--- src/rtl/sram_load_arb_pkg.sv ---
// Shared types for the SRAM load/arbitration front end.
// Phase encoding and host-id width helper.
package sram_load_arb_pkg;

  typedef enum logic {
    LOAD = 1'b0,
    RUN  = 1'b1
  } phase_e;

  localparam int MaxHosts = 4;

  function automatic int host_id_w(input int n);
    return (n > 1) ? $clog2(n) : 1;
  endfunction

endpackage

--- src/rtl/sram_rr_arb.sv ---
// Round-robin arbiter: one-hot grant, winner index,
// pointer moves to winner+1 when enabled.
module sram_rr_arb
  import sram_load_arb_pkg::*;
#(
  parameter int NumHosts = 2,
  parameter int IdW      = host_id_w(NumHosts)
) (
  input  logic                clk_i,
  input  logic                rst_i,
  input  logic                en_i,
  input  logic [NumHosts-1:0] req_i,
  output logic [NumHosts-1:0] gnt_o,
  output logic [IdW-1:0]      idx_o,
  output logic                any_o
);

  logic [IdW-1:0] ptr_q;
  logic [IdW-1:0] cand;
  logic [IdW-1:0] win;
  logic           found;

  always_comb begin
    cand  = '0;
    win   = '0;
    found = 1'b0;
    for (int k = 0; k < NumHosts; k++) begin
      cand = IdW'((int'(ptr_q) + k) % NumHosts);
      if (!found && req_i[cand]) begin
        found = 1'b1;
        win   = cand;
      end
    end
  end

  always_comb begin
    gnt_o = '0;
    if (found) gnt_o[win] = 1'b1;
  end

  assign idx_o = win;
  assign any_o = found;

  always_ff @(posedge clk_i) begin
    if (rst_i) begin
      ptr_q <= '0;
    end else if (en_i && found) begin
      ptr_q <= (win == IdW'(NumHosts - 1)) ? '0 : win + 1'b1;
    end
  end

endmodule

--- src/rtl/sram_load_arb.sv ---
// SRAM front end: boot-time loader phase, then round-robin
// host access with fixed-latency read responses.
module sram_load_arb
  import sram_load_arb_pkg::*;
#(
  parameter int DataW       = 32,
  parameter int AddrW       = 11,
  parameter int NumHosts    = 2,
  parameter int ReadLatency = 1,
  parameter int LockWrites  = 1
) (
  input  logic                      clk_i,
  input  logic                      rst_i,
  input  logic                      ld_valid_i,
  output logic                      ld_ready_o,
  input  logic [AddrW-1:0]          ld_addr_i,
  input  logic [DataW-1:0]          ld_wdata_i,
  input  logic [DataW-1:0]          ld_wmask_i,
  input  logic                      ld_done_i,
  output logic                      run_o,
  output logic [AddrW:0]            ld_count_o,
  input  logic [NumHosts-1:0]       host_req_i,
  output logic [NumHosts-1:0]       host_gnt_o,
  input  logic [NumHosts-1:0]       host_we_i,
  input  logic [NumHosts*AddrW-1:0] host_addr_i,
  input  logic [NumHosts*DataW-1:0] host_wdata_i,
  input  logic [NumHosts*DataW-1:0] host_wmask_i,
  output logic [NumHosts-1:0]       host_rvalid_o,
  output logic [DataW-1:0]          host_rdata_o,
  output logic                      lock_viol_o,
  output logic                      mem_en_o,
  output logic                      mem_we_o,
  output logic [AddrW-1:0]          mem_addr_o,
  output logic [DataW-1:0]          mem_wdata_o,
  output logic [DataW-1:0]          mem_wmask_o,
  input  logic [DataW-1:0]          mem_rdata_i
);

  localparam int IdW = host_id_w(NumHosts);
  localparam bit Lock = (LockWrites != 0);
  localparam logic [AddrW:0] CntMax = {1'b1, {AddrW{1'b0}}};

  phase_e state_q, state_d;
  logic   run;

  logic [NumHosts-1:0] arb_req;
  logic [IdW-1:0]      win;
  logic                found;
  logic                sel_we;
  logic                rd_go;
  logic                hw_go;

  logic [AddrW:0]          cnt_q;
  logic                    viol_q;
  logic [ReadLatency-1:0]  vld_q;
  logic [IdW-1:0]          id_q [ReadLatency];

  assign run     = (state_q == RUN);
  assign arb_req = run ? host_req_i : '0;

  sram_rr_arb #(
    .NumHosts(NumHosts),
    .IdW     (IdW)
  ) u_arb (
    .clk_i(clk_i),
    .rst_i(rst_i),
    .en_i (run),
    .req_i(arb_req),
    .gnt_o(host_gnt_o),
    .idx_o(win),
    .any_o(found)
  );

  assign sel_we = host_we_i[win];
  assign rd_go  = found && !sel_we;
  assign hw_go  = found && sel_we;

  always_comb begin
    state_d = state_q;
    if (state_q == LOAD && ld_done_i) state_d = RUN;
  end

  // Loader owns the macro in LOAD; the arbiter winner in RUN.
  always_comb begin
    mem_en_o    = 1'b0;
    mem_we_o    = 1'b0;
    mem_addr_o  = host_addr_i[win*AddrW +: AddrW];
    mem_wdata_o = host_wdata_i[win*DataW +: DataW];
    mem_wmask_o = host_wmask_i[win*DataW +: DataW];
    if (!run) begin
      mem_en_o    = ld_valid_i;
      mem_we_o    = ld_valid_i;
      mem_addr_o  = ld_addr_i;
      mem_wdata_o = ld_wdata_i;
      mem_wmask_o = ld_wmask_i;
    end else if (found) begin
      mem_en_o = rd_go || (hw_go && !Lock);
      mem_we_o = hw_go && !Lock;
    end
  end

  always_ff @(posedge clk_i) begin
    if (rst_i) begin
      state_q <= LOAD;
      cnt_q   <= '0;
      viol_q  <= 1'b0;
      vld_q   <= '0;
      for (int i = 0; i < ReadLatency; i++) id_q[i] <= '0;
    end else begin
      state_q <= state_d;
      if (!run && ld_valid_i && cnt_q != CntMax) begin
        cnt_q <= cnt_q + 1'b1;
      end
      if (hw_go && Lock) viol_q <= 1'b1;
      vld_q[0] <= rd_go;
      id_q[0]  <= win;
      for (int i = 1; i < ReadLatency; i++) begin
        vld_q[i] <= vld_q[i-1];
        id_q[i]  <= id_q[i-1];
      end
    end
  end

  always_comb begin
    host_rvalid_o = '0;
    host_rdata_o  = '0;
    if (vld_q[ReadLatency-1]) begin
      host_rvalid_o[id_q[ReadLatency-1]] = 1'b1;
      host_rdata_o = mem_rdata_i;
    end
  end

  assign ld_ready_o  = !run;
  assign run_o       = run;
  assign ld_count_o  = cnt_q;
  assign lock_viol_o = viol_q;

endmodule

--- config.mk ---
export PLATFORM = sky130hd
export DESIGN_NAME = sram_load_arb
export DESIGN_NICKNAME = d
export VERILOG_FILES = /design/src/rtl/sram_load_arb_pkg.sv /design/src/rtl/sram_rr_arb.sv /design/src/rtl/sram_load_arb.sv
export SDC_FILE = /design/constraint.sdc
export NUM_CORES = 1
export LEC_CHECK = 0
export ABC_AREA = 1
export CAP_MARGIN = 20
export CORE_AREA = 2 2 151 153
export DETAILED_ROUTE_END_ITERATION = 8
export DIE_AREA = 0 0 153 155
export SYNTH_ARGS = -nofsm -noshare
export SYNTH_HDL_FRONTEND = slang
export SYNTH_SLANG_ARGS = --single-unit
--- constraint.sdc ---
create_clock -name clk_i -period 1.5 [get_ports clk_i]
set_input_delay 0.15 -clock clk_i [delete_from_list [all_inputs] [get_ports clk_i]]
set_output_delay 0.15 -clock clk_i [all_outputs]
set_load 0.02 [all_outputs]
==> metrics, run 1 <==
status complete, but fails checks; failing checks setup timing; Crit Path Category register to primary output; Worst Path Required 1.35 ns; Slew Limit Fails 0; startpoint types register; Cells after Synth 558; Syn Nets 825; post-synthesis mux area share 0%; First-pass DRT Iterations 4; Post-Syn Area per Cell 4.86 um2; Hold Path Sink u_arb.ptr_q; Yosys top cell area share 29.2%; nets 1263; DRC Markers 0; fin crit period 1.81 ns; Clock Tree Buf Depth 2; H-tree levels 1; #FFs+latches synth 17; vias in the first global route 5411; CP Max Fanout 7; reg2reg setup slack -0.02 ns; initial antenna violation count 2; dominant cells by area after synthesis a21oi_1, nand2_1, nor2_1; Slew HR 76.5%; fill count 2180; Synth warnings 0; DRT iter0 DRCs 206; commonest non-fill, non-tap cell in the layout clkdlybuf4s50_1; dpl cell area 7310 um2; largest family of logic cells by synthesized area simple AND/OR/NAND/NOR gates; Initial Util 12.2%; Seq/Total Area, Yosys 12.5%; Worst-Skew Late Latency 0.25 ns; DR WL/cell 17.7 um; Pleak 4.31 nW; cts bufs inserted 3; cell area after synthesis 2710 um2; Worst Tran Pin Value 0.352 ns; worst reg2reg path depth 9; post-synthesis compound-gate area fraction 30.5%; Die Ht 155 um; die area 23700 um2; first-pass GRT wire length 31000 um; Synth area leader a21oi_1; period utilization 120%; area delta synth->final 254%; Final TNS setup -16.36 ns; placer congestion estimate 0.816; Die Width 153 um; hold path startpoint host_req_i[0]; IO Count 393; Buffers on Ports 392; worst clock skew 0.00240 ns; commonest non-fill, non-tap cells in the layout clkdlybuf4s50_1, nor2_1, nand2_1; Post-Layout Cell Count 1282; Finished Cell Area 9610 um2; CTS tree built; worst flop-to-flop path startpoint run_o; critical path arrival 1.66 ns; final WL 22600 um; fmax 554 MHz; Finish-stage setup viols 79; Crit. End Element primary output; HPWL Detailed 14800 um; max-cap viol count 0; Worst-path clk slew 0.05 ns; Yosys cell types 21; CTS sink count 17; Post-Place Cells 1224; Peak supply drop 0.000513 V; Adder-Cell Fraction of Synth Area 0.923%; row count 55; Hold Fails Final Rpt 0; Pwr per Cell Area 409 nW/um2; GRT Util Overall 16.5%; layout cell share with drive strength beyond 1 38.8%; routed vias/inst 4.24; largest net degree at the start of global routing 38; antenna viol nets, final 0; FF-to-FF End vld_q; Core Box Area 22200 um2; Worst Slack Setup Final -0.306 ns; Worst Hold Depth 4; via count 5438; unrepaired setup endpoints after global routing yes; simple-gate share of the synthesized area 39.9%; clock root buffer master clkbuf_16; hold slack 0.397 ns; Synth Area in XOR/XNOR 1.29%; Worst Hold Class input pin to register; Congestion Overflow GR 0
[flip-flops by register name (all words and copies together) (netlist names)]
| signal | cells |
|---|---|
| vld_q | 1 |
| u_arb.ptr_q | 1 |
| run_o | 1 |
| ld_count_o | 12 |
| id_q | 1 |
| lock_viol_o | 1 |
[repair_timing]
item,4_1_cts,5_1_grt
pin swaps,38,47
hold buffers,0,0
gates resized for setup,645,202
endpoints found under the setup margin,129,91
gates cloned,17,4
buffers inserted,28,9
[power by group]
part | switching, mW | total [mW] | internal, mW
registers | 0.0132 | 0.478 | 0.465
clock network | 0.177 | 0.538 | 0.361
logic | 1.33 | 2.91 | 1.58
[synth_stat cells]
cell / n
a21oi_1: 158
a21oi_2: 1
buf_1: 2
buf_2: 13
buf_4: 6
buf_6: 1
clkbuf_1: 18
dfxtp_1: 17
ha_1: 2
inv_1: 51
inv_2: 4
nand2_1: 154
nand2_2: 2
nand3_1: 9
nand3_4: 1
nand4_1: 6
nor2_1: 103
nor3_1: 1
o211ai_1: 1
o21ai_0: 4
xor2_1: 4
[logic make-up after synthesis]
kind of cell / count (synthesis)
fa+ha+maj: 2
simple gates: 276
compound gates: 164
flops: 17
xor+xnor: 4
buf+inv: 95
[metal layers]
metal / vias up / global-route usage, % / wire [um]
met5: - / 0 / 0
met2: 248 / 31.1 / 11700
met4: 0 / 3.79 / 698
li1: 2658 / - / -
met1: 2498 / 19.4 / 8850
met3: 34 / 3.12 / 1360
[per-stage QoR]
| stage | total power, mW | setup slack, ns | utilization, % |
|---|---|---|---|
| 3_5_place_dp | 2.66 | -0.774 | 32.9 |
| 3_3_place_gp | 2.66 | -0.748 | 32.9 |
| 5_1_grt | 4.12 | -0.386 | 43.2 |
| 2_1_floorplan | 1.30 | 0.0401 | - |
| 6_report | 3.93 | -0.306 | 43.2 |
| 4_1_cts | 3.60 | -0.310 | 38.9 |
[critical path: stages (launching register included)]
cell	delay, ns
dfxtp_2	0.32
inv_2	0.04
nand2_2	0.05
nand3_4	0.10
buf_12	0.15
buf_12	0.15
buf_16	0.17
a21oi_4	0.06
a21oi_2	0.18
buf_4	0.18
[final cells by class]
| cell class | count | area, um2 | area share (%) |
|---|---|---|---|
| Timing Repair inverter | 2 | 23.8 | 0.247 |
| Clock buffer | 4 | 78.8 | 0.820 |
| Sequential cell | 17 | 347 | 3.61 |
| Antenna cell | 2 | 5.00 | 0.0521 |
| Timing Repair Buffer | 471 | 5170 | 53.8 |
| Inverter | 55 | 267 | 2.77 |
| Tap cell | 285 | 357 | 3.71 |
| Multi-Input combinational cell | 446 | 3370 | 35.0 |
[worst max-delay path by stage]
stage | startpoint | end | slack, ns | cells after the start
after CTS | u_arb.ptr_q | mem_addr_o[10] | -0.31 | 10
after floorplan | run_o | mem_addr_o[4] | 0.04 | 5
after detailed placement | host_req_i[1] | mem_wmask_o[21] | -0.77 | 7
after global routing | u_arb.ptr_q | mem_addr_o[0] | -0.39 | 10
after global placement | host_req_i[1] | mem_wmask_o[21] | -0.75 | 7
final | u_arb.ptr_q | mem_wmask_o[21] | -0.31 | 9
No activity file was read; power rests on OpenSTA's default activity.
==> inputs of run 2 (changes only) <==
--- a/config.mk
+++ b/config.mk
@@ -7,9 +7,9 @@
 export LEC_CHECK = 0
 export ABC_AREA = 1
 export CAP_MARGIN = 20
-export CORE_AREA = 2 2 151 153
+export CORE_AREA = 2 2 153 155
 export DETAILED_ROUTE_END_ITERATION = 8
-export DIE_AREA = 0 0 153 155
+export DIE_AREA = 0 0 155 157
 export SYNTH_ARGS = -nofsm -noshare
 export SYNTH_HDL_FRONTEND = slang
 export SYNTH_SLANG_ARGS = --single-unit
==> constraint.sdc (replaced) <==
create_clock -name clk_i -period 1.6 [get_ports clk_i]
set_input_delay 0.16 -clock clk_i [delete_from_list [all_inputs] [get_ports clk_i]]
set_output_delay 0.16 -clock clk_i [all_outputs]
set_load 0.02 [all_outputs]
==> metrics, run 2 (synthesis results as in run 1) <==
reg2reg setup slack 0.11 ns; First-pass DRT Iterations 4; via count 5389; Largest register FFs 12; cts bufs inserted 3; HPWL Detailed 16300 um; DRC Markers 0; Worst-path clk slew 0.05 ns; dpl cell area 7340 um2; max-cap viol count 0; Design Power 3.46 mW; Pleak 3.91 nW; Slew HR 75.7%; worst flop-to-flop path startpoint run_o; Clock Tree Buf Depth 2; Post-CTS Hold Fix Bufs 0; Hold Path Sink lock_viol_o; Crit. End Element primary output; Core Box Area 22500 um2; Buffers on Ports 392; Initial Util 12.1%; period utilization 114%; first-pass GRT wire length 30400 um; Pwr per Cell Area 395 nW/um2; initial antenna violation count 1; pre-CTS WS -0.870 ns; H-tree levels 1; placer congestion estimate 0.788; status complete, but fails checks; CP Max Fanout 7; layout cell share with drive strength beyond 1 34.0%; nets 1242; final WL 22600 um; DR WL/cell 17.9 um; Worst-Skew Late Latency 0.25 ns; worst reg2reg path depth 10; Worst Hold Class register to register; clock root buffer master clkbuf_16; antenna viol nets, final 0; Layout Utilization 38.9%; Peak supply drop 0.000364 V; Worst Slack Setup Final -0.230 ns; FF-to-FF End ld_count_o[9]; CTS tree built; Worst Path Required 1.44 ns; startpoint types register; IO Count 393; commonest non-fill, non-tap cells in the layout clkdlybuf4s50_1, nor2_1, nand2_1; Die Ht 157 um; Finish-stage setup viols 77; # diodes 0; GRT Util Overall 16.2%; worst clock skew 0.00346 ns; vias in the first global route 5337; CTS sink count 17; Die Width 155 um; commonest non-fill, non-tap cell in the layout clkdlybuf4s50_1; failing checks setup timing; Congestion Overflow GR 0; hold path startpoint lock_viol_o; unrepaired setup endpoints after global routing yes; Worst Hold Depth 2; row count 55; die area 24300 um2; Crit Path Category register to primary output; Hold Fails Final Rpt 0; area delta synth->final 223%; fin crit period 1.83 ns; Finished Cell Area 8750 um2; routed vias/inst 4.28; Slew Limit Fails 0; largest net degree at the start of global routing 50; Worst Tran Pin Value 0.361 ns; DRT iter0 DRCs 225; critical path arrival 1.67 ns; fmax 547 MHz
run 2: cell types whose count changed in the layout (fill, tap and decap cells not counted), sizes merged:
cell and delta:
diode -2, dlymetal6s2s -2, dlygate4sd2 -5, bufbuf +1, clkinvlp -1, buf -22
clkdlybuf4s50 +9, clkinv -1
run 2: worst max-delay path by stage:
stage	from	to	slack [ns]
after floorplan	run_o	mem_wmask_o[22]	0.001
after global placement	host_req_i[1]	mem_wmask_o[25]	-0.88
after detailed placement	host_req_i[1]	mem_wmask_o[25]	-0.87
after CTS	u_arb.ptr_q	mem_wdata_o[6]	-0.26
after global routing	u_arb.ptr_q	mem_addr_o[2]	-0.32
final	u_arb.ptr_q	mem_addr_o[2]	-0.23
run 2: timing repair:
| action | in CTS | in global routing |
|---|---|---|
| gates resized for setup | 588 | 139 |
| gates cloned | 9 | 3 |
| pin swaps | 37 | 44 |
| buffers inserted | 11 | 2 |
| endpoints found under the setup margin | 125 | 90 |
run 2: metrics by stage:
step / TNS (ns) / hold slack, ns / instances
2_1_floorplan: 0 / 0.229 / 558
3_3_place_gp: -47.60 / 0.463 / 1234
3_5_place_dp: -47.95 / 0.465 / 1234
4_1_cts: -15.40 / 0.470 / 1257
5_1_grt: -18.18 / 0.499 / 1259
6_report: -11.41 / 0.464 / 1259
run 2: layer usage:
metal	vias to the layer above	GRT usage, %	share of wire, %
met4	2	2.12	1.2
li1	2612	-	-
met1	2469	19.2	39
met3	27	4.16	8.8
met5	-	0	0.053
met2	279	29.9	51
run 2: worst max-delay path, stage by stage (launching register included):
cell and delay [ns]:
dfxtp_2 0.33, inv_2 0.04, nand2_2 0.06, nand3_4 0.14
inv_8 0.12, buf_12 0.16, buf_12 0.13, buf_6 0.09
nand2_4 0.04, a21oi_2 0.15, buf_6 0.13
run 2: power by group:
| part | switching (mW) | leakage, nW | internal, mW | total (mW) |
|---|---|---|---|---|
| registers | 0.0141 | 0.140 | 0.436 | 0.450 |
| clock network | 0.166 | 0.0382 | 0.338 | 0.505 |
| logic | 1.15 | 3.73 | 1.36 | 2.51 |
| total | 1.33 | 3.91 | 2.13 | 3.46 |
run 2: area by class of cell:
type	count	area, um2
Fill cell	2292	13700
Clock buffer	4	78.8
Tap cell	285	357
Sequential cell	17	348
Timing Repair Buffer	452	4830
Multi-Input combinational cell	446	2910
Inverter	55	231
